--- config.mk ---
export PLATFORM = sky130hd
export DESIGN_NAME = cache_miss_fsm
export DESIGN_NICKNAME = d
export VERILOG_FILES = /design/src/rtl/cache_miss_fsm.sv
export SDC_FILE = /design/constraint.sdc
export NUM_CORES = 1
export LEC_CHECK = 0
export ABC_AREA = 0
export BUFFER_PORTS_ARGS = -buffer_cell sky130_fd_sc_hd__buf_4
export CAP_MARGIN = 10
export CORE_ASPECT_RATIO = 0.75
export CORE_UTILIZATION = 45
export CTS_CLUSTER_DIAMETER = 120
export DETAILED_ROUTE_END_ITERATION = 8
export PLACE_DENSITY = 0.79
export REMOVE_ABC_BUFFERS = 1
export SYNTH_ARGS = -nofsm -noshare
export SYNTH_HDL_FRONTEND = slang
export SYNTH_SLANG_ARGS = --single-unit
--- constraint.sdc ---
create_clock -name clk -period 3 [get_ports clk]
set_input_delay 0.3 -clock clk [delete_from_list [all_inputs] [get_ports clk]]
set_output_delay 0.3 -clock clk [all_outputs]
set_load 0.02 [all_outputs]
--- src/rtl/cache_miss_fsm.sv ---
// Miss handler for split I/D caches: dirty write-back, block fills and store replay.
// Define CACHE_CRITICAL_WORD_FIRST_EN to start each fill at the requested word offset.
module cache_miss_fsm #(
   parameter int OFFSET_WIDTH = 3,
   parameter int INDEX_WIDTH  = 6,
   parameter int ADDR_WIDTH   = 30,
   localparam int TAG_WIDTH   = ADDR_WIDTH - OFFSET_WIDTH - INDEX_WIDTH
) (
   input  logic                    clk,
   input  logic                    rst,
   input  logic                    ic_miss,
   input  logic [ADDR_WIDTH-1:0]   ic_addr,
   input  logic                    dc_miss,
   input  logic                    dc_dirty,
   input  logic [TAG_WIDTH-1:0]    dc_victim_tag,
   input  logic [ADDR_WIDTH-1:0]   dc_addr,
   input  logic                    dc_write_in,
   input  logic                    ram_ready,
   output logic                    ram_en,
   output logic                    ram_write,
   output logic [ADDR_WIDTH-1:0]   ram_addr,
   output logic                    ic_fill_we,
   output logic                    dc_fill_we,
   output logic [OFFSET_WIDTH-1:0] word_sel,
   output logic                    dc_replay_we,
   output logic                    mem_stall
);

`ifdef CACHE_CRITICAL_WORD_FIRST_EN
   localparam bit CWF_EN = 1'b1;
`else
   localparam bit CWF_EN = 1'b0;
`endif

   typedef enum logic [2:0] {IDLE, DC_WB, DC_FILL, IC_FILL, REPLAY} state_t;

   state_t                  state_q, state_d;
   logic [OFFSET_WIDTH-1:0] cnt_q, cnt_d, cnt_inc;
   logic                    pend_q, pend_d;
   logic                    leave_idle;
   logic [ADDR_WIDTH-1:0]   ic_addr_q, dc_addr_q;
   logic [TAG_WIDTH-1:0]    vtag_q;
   logic                    ic_miss_q, dc_miss_q;
   logic [OFFSET_WIDTH-1:0] dc_start_in, ic_start_in, dc_start_q, ic_start_q;
   logic                    store_eff;

   // A fill ends on the beat that would bring the counter back to its start offset.
   assign dc_start_in = CWF_EN ? dc_addr[OFFSET_WIDTH-1:0]   : '0;
   assign ic_start_in = CWF_EN ? ic_addr[OFFSET_WIDTH-1:0]   : '0;
   assign dc_start_q  = CWF_EN ? dc_addr_q[OFFSET_WIDTH-1:0] : '0;
   assign ic_start_q  = CWF_EN ? ic_addr_q[OFFSET_WIDTH-1:0] : '0;
   assign cnt_inc     = cnt_q + 1'b1;
   assign store_eff   = pend_q | dc_write_in;
   assign word_sel    = cnt_q;
   assign mem_stall   = (state_q != IDLE) | ic_miss | dc_miss;

   always_ff @(posedge clk or posedge rst) begin
      if (rst) begin
         state_q   <= IDLE;
         cnt_q     <= '0;
         pend_q    <= 1'b0;
         ic_addr_q <= '0;
         dc_addr_q <= '0;
         vtag_q    <= '0;
         ic_miss_q <= 1'b0;
         dc_miss_q <= 1'b0;
      end else begin
         state_q <= state_d;
         cnt_q   <= cnt_d;
         pend_q  <= pend_d;
         if (leave_idle) begin
            ic_addr_q <= ic_addr;
            dc_addr_q <= dc_addr;
            vtag_q    <= dc_victim_tag;
            ic_miss_q <= ic_miss;
            dc_miss_q <= dc_miss;
         end
      end
   end

   always_comb begin
      state_d      = state_q;
      cnt_d        = cnt_q;
      pend_d       = pend_q;
      leave_idle   = 1'b0;
      ram_en       = 1'b0;
      ram_write    = 1'b0;
      ram_addr     = '0;
      ic_fill_we   = 1'b0;
      dc_fill_we   = 1'b0;
      dc_replay_we = 1'b0;

      if (state_q != IDLE && dc_write_in)
         pend_d = 1'b1;

      case (state_q)
         IDLE: begin
            if (dc_miss) begin
               leave_idle = 1'b1;
               if (dc_dirty) begin
                  state_d = DC_WB;
                  cnt_d   = '0;
               end else begin
                  state_d = DC_FILL;
                  cnt_d   = dc_start_in;
               end
            end else if (ic_miss) begin
               leave_idle = 1'b1;
               state_d    = IC_FILL;
               cnt_d      = ic_start_in;
            end
         end
         DC_WB: begin
            ram_en    = 1'b1;
            ram_write = 1'b1;
            ram_addr  = {vtag_q, dc_addr_q[OFFSET_WIDTH+INDEX_WIDTH-1:OFFSET_WIDTH], cnt_q};
            if (ram_ready) begin
               cnt_d = cnt_inc;
               if (cnt_inc == '0) begin
                  state_d = dc_miss_q ? DC_FILL : IDLE;
                  cnt_d   = dc_miss_q ? dc_start_q : '0;
               end
            end
         end
         DC_FILL: begin
            ram_en     = 1'b1;
            ram_addr   = {dc_addr_q[ADDR_WIDTH-1:OFFSET_WIDTH], cnt_q};
            dc_fill_we = ram_ready;
            if (ram_ready) begin
               cnt_d = cnt_inc;
               if (cnt_inc == dc_start_q) begin
                  if (ic_miss_q) begin
                     state_d = IC_FILL;
                     cnt_d   = ic_start_q;
                  end else begin
                     state_d = store_eff ? REPLAY : IDLE;
                     cnt_d   = '0;
                  end
               end
            end
         end
         IC_FILL: begin
            ram_en     = 1'b1;
            ram_addr   = {ic_addr_q[ADDR_WIDTH-1:OFFSET_WIDTH], cnt_q};
            ic_fill_we = ram_ready;
            if (ram_ready) begin
               cnt_d = cnt_inc;
               if (cnt_inc == ic_start_q) begin
                  state_d = store_eff ? REPLAY : IDLE;
                  cnt_d   = '0;
               end
            end
         end
         REPLAY: begin
            dc_replay_we = 1'b1;
            state_d      = IDLE;
            pend_d       = 1'b0;
         end
         default: state_d = IDLE;
      endcase
   end

endmodule

==> metrics.md, run 1 <==
| Metric | Value |
|---|---|
| Status | finished with violations |
| Failing checks | design-rule violations |
| PwrDens | 1170 nW/um^2 |
| Post-route setup slack | around 0.54 ns |
| Htree depth | 3 |
| Layout cells sized above 1 | approximately 44% |
| Final ANT Viol Nets | 0 |
| Max_cap viols | 0 |
| Clock Path Buffers | 2 |
| Setup crit start | state_q[1] |
| ANT cells | 0 |
| Initial antenna violation count | 0 |
| Dpl ws | approximately 0.89 ns |
| Die ar. | approximately 9300 um^2 |
| Area grow syn2layout | 31.4% |
| WS Path Type | reg2out |
| M3 GR Usage | around 6.4% |
| GRT overflow | 0 |
| First-pass GRT wire length | between 10,000 and 15,000 um |
| Biggest area consumer among synthesized cells | dfrtp_1 |
| Die Y | roughly 84 um |
| DR WL/cell | ~16 um |
| Post-synthesis sequential area ratio | 52.4% |
| FF-to-FF Start | state_q[1] |
| Root buffer cell | clkbuf_16 |
| Via count | 2,883 |
| Synthesized area | about 4000 um^2 |
| Share of the synthesized area in the top cell type | between 50 and 60% |
| Detailed-route wire length | around 8800 um |
| Worst-path clk slew | around 0.060 ns |
| Placer Congestion | ~0.72 |
| Fillers | roughly 720 |
| Worst-Margin Slew | roughly 1.1 ns |
| WP data required | ~2.7 ns |
| All-layer global routing usage | 20.6% |
| Number of global-route vias before repair | ~3,000 |
| Compound-Gate Fraction of Synth Area | approximately 7.3% |
| RSZ-0062 raised after global routing | false |
| Cts bufs inserted | 9 |
| Lkg Pwr | ~2.5 nW |
| Nets@finish | around 530 |
| Final Hold Vio Count | 0 |
| Sink Count | 84 |
| DR vias/cell | about 5.3 |
| Met2 Usage GRT | 33.8% |
| Peak Freq | 0.406 GHz |
| Final Max Tran Viols | 0 |
| Mux contribution to synthesized area | a little over a quarter |
| VDD IR max | roughly 0.00060 V |
| CTS resizes | 0 |
| CP Capture Type | output pin |
| # IOs | 127 |
| Final period util | just over 80% |
| Largest family of logic cells by synthesized area | multiplexers |
| Simple-Gate Fraction of Synth Area | 8.38% |
| FF+latch count, synth | 84 |
| Syn Area/Cell | roughly 13 um^2 |
| Row cnt | 29 |
| Global routing's busiest layer | met2 |
| Count of input and output buffers | 120 |
| Setup TNS | 0 ns |
| Clk_lat worst skew | 0.33 ns |
| Crit path DAT | ~2.2 ns |
| Power Total | between 6 and 7 mW |
| HP Class | in2async |
| Startpoint Class | register |
| Starting Density | a little under half |
| Core Region | ~8600 um^2 |
| Ranking of synthesized cells by area | dfrtp_1 (52%), mux2_1 (14%), mux2_2 (13%) |
| Tmin final | ~2.5 ns |
| Synth Area in Adders | less than 1% |
| GR Util met1 | around a quarter |
| Largest net degree at the start of global routing | 85 |
| Post-synth cell types | 36 |
| CTS tree | yes |
| Slew margin rel. | a little over a quarter |
| DRT iter0 DRCs | 124 |
| 1st-pass router iterations | 7 |
| DRC errors left | 12 |
| Post-CTS Setup Bufs | 0 |
| Critical path fanouts, max | 21 |
| Final setup fails | 0 |
| Die W | between 100 and 150 um |
| Post-CTS Hold Buffers | 0 |
| Post-Synthesis Cells | 318 |
| Post-synthesis xor/xnor area fraction | 0.436% |
| DP Wirelength | 5860 um |
| Synth warn | 0 |
| Post-Route Skew | between 0.005 and 0.006 ns |
[final cells by class]
type                    instances  area, um^2  share of cell area [%]
multi-input cells             209        1750                    33.2
clock inverters                 4        47.5                   0.901
inverters                       4        16.3                   0.308
repair buffers                127         966                    18.3
flip-flops and latches         84        2100                    39.8
clock buffers                  12         256                    4.86
well taps                     108         135                    2.56
[cells by family (layout without fill, tap and decap cells)]
| group | after synthesis | count (layout) |
|---|---|---|
| DFF | 84 | 84 |
| buffers and inverters | 25 | 147 |
| muxes | 96 | 96 |
| and+or+nand+nor | 69 | 69 |
| xor gates and xnor gates | 2 | 2 |
| adders and majority gates | 2 | 2 |
| AOI/OAI and AO/OA | 40 | 40 |
[sequential cells by signal, summed over array words and instances (netlist names)]
register and cells:
ic_miss_q 1, pend_q 1, dc_addr_q 27, vtag_q 21, state_q 3, dc_miss_q 1
ic_addr_q 27, word_sel 3
[report_power, final]
group	switching, mW	internal, mW
Clock	0.423	0.687
Sequential	0.290	1.71
Combinational	1.56	1.50
Total	2.28	3.90
[worst max-delay path, stage by stage (launching register included)]
cell and delay, ns:
dfrtp_1 0.35, inv_1 0.09, nor2_2 0.84, a22oi_1 0.21, nor2_1 0.17, buf_4 0.16
[routing by layer]
| metal | up-vias | part of all wire, % |
|---|---|---|
| met5 | - | 0 |
| met4 | 0 | 1.6 |
| met3 | 15 | 6.9 |
| met2 | 87 | 48 |
| met1 | 1409 | 44 |
| li1 | 1372 | - |
[path summary, 6_finish.rpt]
kind,to,slack [ns],depth (start not counted)
worst min register to register,dc_miss_q,0.48,2
min in group clk,dc_addr_q[16],0.18,2
worst max-delay path,ram_addr[11],0.54,5
max in group asynchronous,ic_addr_q[18],2.60,3
worst min-delay path,ic_addr_q[24],0.06,3
worst max register to register,dc_addr_q[26],0.96,5
[through the flow]
stage	hold WS, ns	cell area, um^2	cells	utilization (%)
global route	0.0926	5280	548	61.6
finish	0.0599	5280	548	61.6
CTS	0.0879	5280	548	61.6
global placement	0.437	4970	532	58.1
detailed placement	0.446	4970	532	58.1
floorplan	0.423	3870	297	-
[cells in the mapped netlist, drive strengths merged]
library cell  instances
nor3b                 1
o221ai                1
nand2b                1
nand3                 2
nor3                  3
nor4b                 1
and2                  7
nand3b                1
xnor2                 1
a21oi                 3
o22ai                 2
and3                  2
mux2                 96
ha                    2
buf                  17
nor2                 35
xor2                  1
clkbuf                4
dfrtp                84
o21ai                 2
a22oi                27
nand2                11
inv                   4
a311oi                2
o311ai                1
a211o                 1
nor2b                 5
a21o                  1
[cells in the final DEF, fill, tap and decap left out, types with 3 or more instances in the layout]
cell	n
dfrtp_1	84
inv_1	3
nor2b_1	4
mux2_2	46
nor2_1	33
clkbuf_16	9
mux2_1	50
clkinv_2	3
nand2_1	11
a22oi_1	27
a21oi_1	3
and2_1	6
buf_4	126
(Power assumes the default switching activity.)
==> run 2: changes to the inputs <==
--- a/config.mk
+++ b/config.mk
@@ -5,7 +5,7 @@
 export SDC_FILE = /design/constraint.sdc
 export NUM_CORES = 1
 export LEC_CHECK = 0
-export ABC_AREA = 0
+export ABC_AREA = 1
 export BUFFER_PORTS_ARGS = -buffer_cell sky130_fd_sc_hd__buf_4
 export CAP_MARGIN = 10
 export CORE_ASPECT_RATIO = 0.75
==> constraint.sdc (replaced) <==
create_clock -name clk -period 2.48 [get_ports clk]
set_input_delay 0.248 -clock clk [delete_from_list [all_inputs] [get_ports clk]]
set_output_delay 0.248 -clock clk [all_outputs]
set_load 0.02 [all_outputs]
==> metrics.md, run 2 <==
| Metric | Value |
|---|---|
| Number of synthesized flops with an enable pin | 0 |
| Post-DP Area | slightly below 5000 um^2 |
| ANT cells | 0 |
| # IOs | roughly 130 |
| DP Wirelength | between 6000 and 7000 um |
| VDD IR max | 0.000622 V |
| RSZ-0062 raised after global routing | false |
| Post-Layout Cell Count | between 700 and 800 |
| Synthesized area | roughly 3900 um^2 |
| Final ANT Viol Nets | 0 |
| All-layer global routing usage | 22.1% |
| Final Max Tran Viols | 0 |
| CP Capture Type | output pin |
| Slew margin rel. | between 40% and 50% |
| First-pass GRT wire length | between 15,000 and 20,000 um |
| Ranking of synthesized cells by area | dfrtp_1 (54%), nand2_1 (24%), o21ai_0 (4.6%) |
| Number of global-route vias before repair | ~3,300 |
| Peak Freq | approximately 0.43 GHz |
| FFs w/ async S/R, synth | 100% |
| Max_cap viols | 0 |
| Worst-path clk slew | roughly 0.06 ns |
| Finished Cell Area | around 5000 um^2 |
| Util after Layout | a little over three fifths |
| Detailed-route wire length | just over 9000 um |
| Layout cells sized above 1 | 24.5% |
| Crit path DAT | 2.05 ns |
| Clock Path Buffers | 2 |
| DRC errors left | 0 |
| DR WL/cell | roughly 13 um |
| Count leader, synth | nand2_1 |
| Placed cells | 696 |
| Largest registers | dc_addr_q x27, ic_addr_q x27, vtag_q x21 |
| 1st-pass router iterations | 5 |
| Nets@finish | around 690 |
| Core Region | 8130 um^2 |
| Synth warn | 0 |
| Post-route setup slack | 0.180 ns |
| Count of input and output buffers | 120 |
| Dpl ws | about 0.43 ns |
| Leading cell type in the layout, fill and taps excluded | nand2_1 |
| Row cnt | 28 |
| CTS tree | yes |
| Reg-to-reg slack, setup | approximately 0.8 ns |
| Htree depth | 3 |
| Die Y | around 80 um |
| Lkg Pwr | between 2 and 3 nW |
| Share of the synthesized area in the top cell type | between 50% and 60% |
| Clk_lat worst skew | around 0.33 ns |
| Via count | approximately 3,500 |
| Die W | about 110 um |
| Starting Density | between 40% and 50% |
| Most frequent cells in the layout | nand2_1 (249), buf_4 (124), dfrtp_1 (84), inv_1 (40), o21ai_0 (36) |
| Syn Area/Cell | 7.96 um^2 |
| Post-synthesis sequential area ratio | around 54% |
| Cts bufs inserted | 9 |
| Post-Route Skew | between 0.007 and 0.008 ns |
| PwrDens | around 1400 nW/um^2 |
| Final setup fails | 0 |
| Setup TNS | 0 ns |
| DR vias/cell | roughly 4.8 |
| Post-synth cell types | 21 |
| Tmin final | about 2.3 ns |
| Final period util | a little over 90% |
| Register area | about 2100 um^2 |
| Multi-input logic area | 1450 um^2 |
| Sink Count | 84 |
| Worst-Margin Slew | between 0.8 and 0.9 ns |
| FF+latch count, synth | between 80 and 90 |
| Most instantiated cells after synthesis | nand2_1 (249), dfrtp_1 (84), inv_1 (41) |
| Prevailing post-synth register cell | dfrtp_1 |
| Placer Congestion | slightly above 0.8 |
| Post-CTS Hold Buffers | 0 |
| Initial antenna violation count | 0 |
| Final Hold Vio Count | 0 |
| Critical path fanouts, max | 10 |
| Biggest area consumer among synthesized cells | dfrtp_1 |
| Status | finished clean |
| GRT overflow | 0 |
| Largest net degree at the start of global routing | 57 |
| HP Class | in2async |
| WS Path Type | reg2out |
| WP data required | approximately 2.2 ns |
| DRT iter0 DRCs | between 200 and 250 |
| Area grow syn2layout | 32.3% |
| Die ar. | 8990 um^2 |
| Fillers | approximately 700 |
| Root buffer cell | clkbuf_16 |
| Post-Synthesis Cells | 487 |
| Startpoint Class | register |
[run 2: report_power, final]
part	switching, mW	internal, mW	leakage [nW]
logic	2.10	1.17	1.57
clock network	0.522	0.841	0.149
registers	0.326	2.04	1.03
total	2.95	4.05	2.76
[run 2: cells by family (layout without fill, tap and decap cells)]
family / count (synthesis) / count (layout) / share of synthesized area [%]
buffers and inverters: 66 / 186 / 8.68
flip-flops: 84 / 84 / 54.2
adder cells (fa/ha/maj): 2 / 2 / 0.645
AO/OA/AOI/OAI: 51 / 51 / 7.68
AND/OR/NAND/NOR: 284 / 284 / 28.8
[run 2: final cells by class]
type                            count  share of cell area [%]
Inverter                           44                    3.25
Tap cell                          105                    2.56
Sequential cell                    84                    41.0
Clock buffer                       12                    5.00
Clock inverter                      4                    1.07
Multi-Input combinational cell    337                    28.2
Timing Repair Buffer              126                    18.9
[run 2: worst paths after layout]
path | from | endpoint | cells after the start
worst max-delay path | state_q[1] | ram_addr[10] | 6
worst min-delay path | rst | state_q[2] | 2
worst max register to register | state_q[0] | ic_addr_q[19] | 6
worst min register to register | dc_addr_q[23] | dc_addr_q[23] | 2
max in group asynchronous | rst | dc_addr_q[19] | 3
min in group clk | ic_addr[18] | ic_addr_q[18] | 3
[run 2: metal layers]
layer | global-route usage [%] | part of all wire [%]
met1 | 30.1 | 48
met2 | 35.7 | 45
met3 | 4.79 | 5.8
met4 | 7.07 | 1.0
met5 | 0 | 0
[run 2: through the flow]
step / hold WS (ns) / power (mW)
final: 0.0196 / 7.00
after global routing: 0.0662 / 7.58
after CTS: 0.0387 / 7.05
after detailed placement: 0.390 / 5.65
after global placement: 0.378 / 5.51
after floorplan: 0.365 / 4.38
[run 2: critical path, cell delays in order (launching register included)]
cell	delay, ns
dfrtp_1	0.46
nor2_1	0.09
nand2_1	0.38
clkinv_1	0.40
nand2_1	0.15
nand3_1	0.09
buf_4	0.16
[run 2: repair_timing]
action                                 in CTS  in global routing
setup endpoints to repair                   0                  5
resized for setup                           0                  1
endpoints found under the hold margin       0                  0
setup buffers                               0                  0
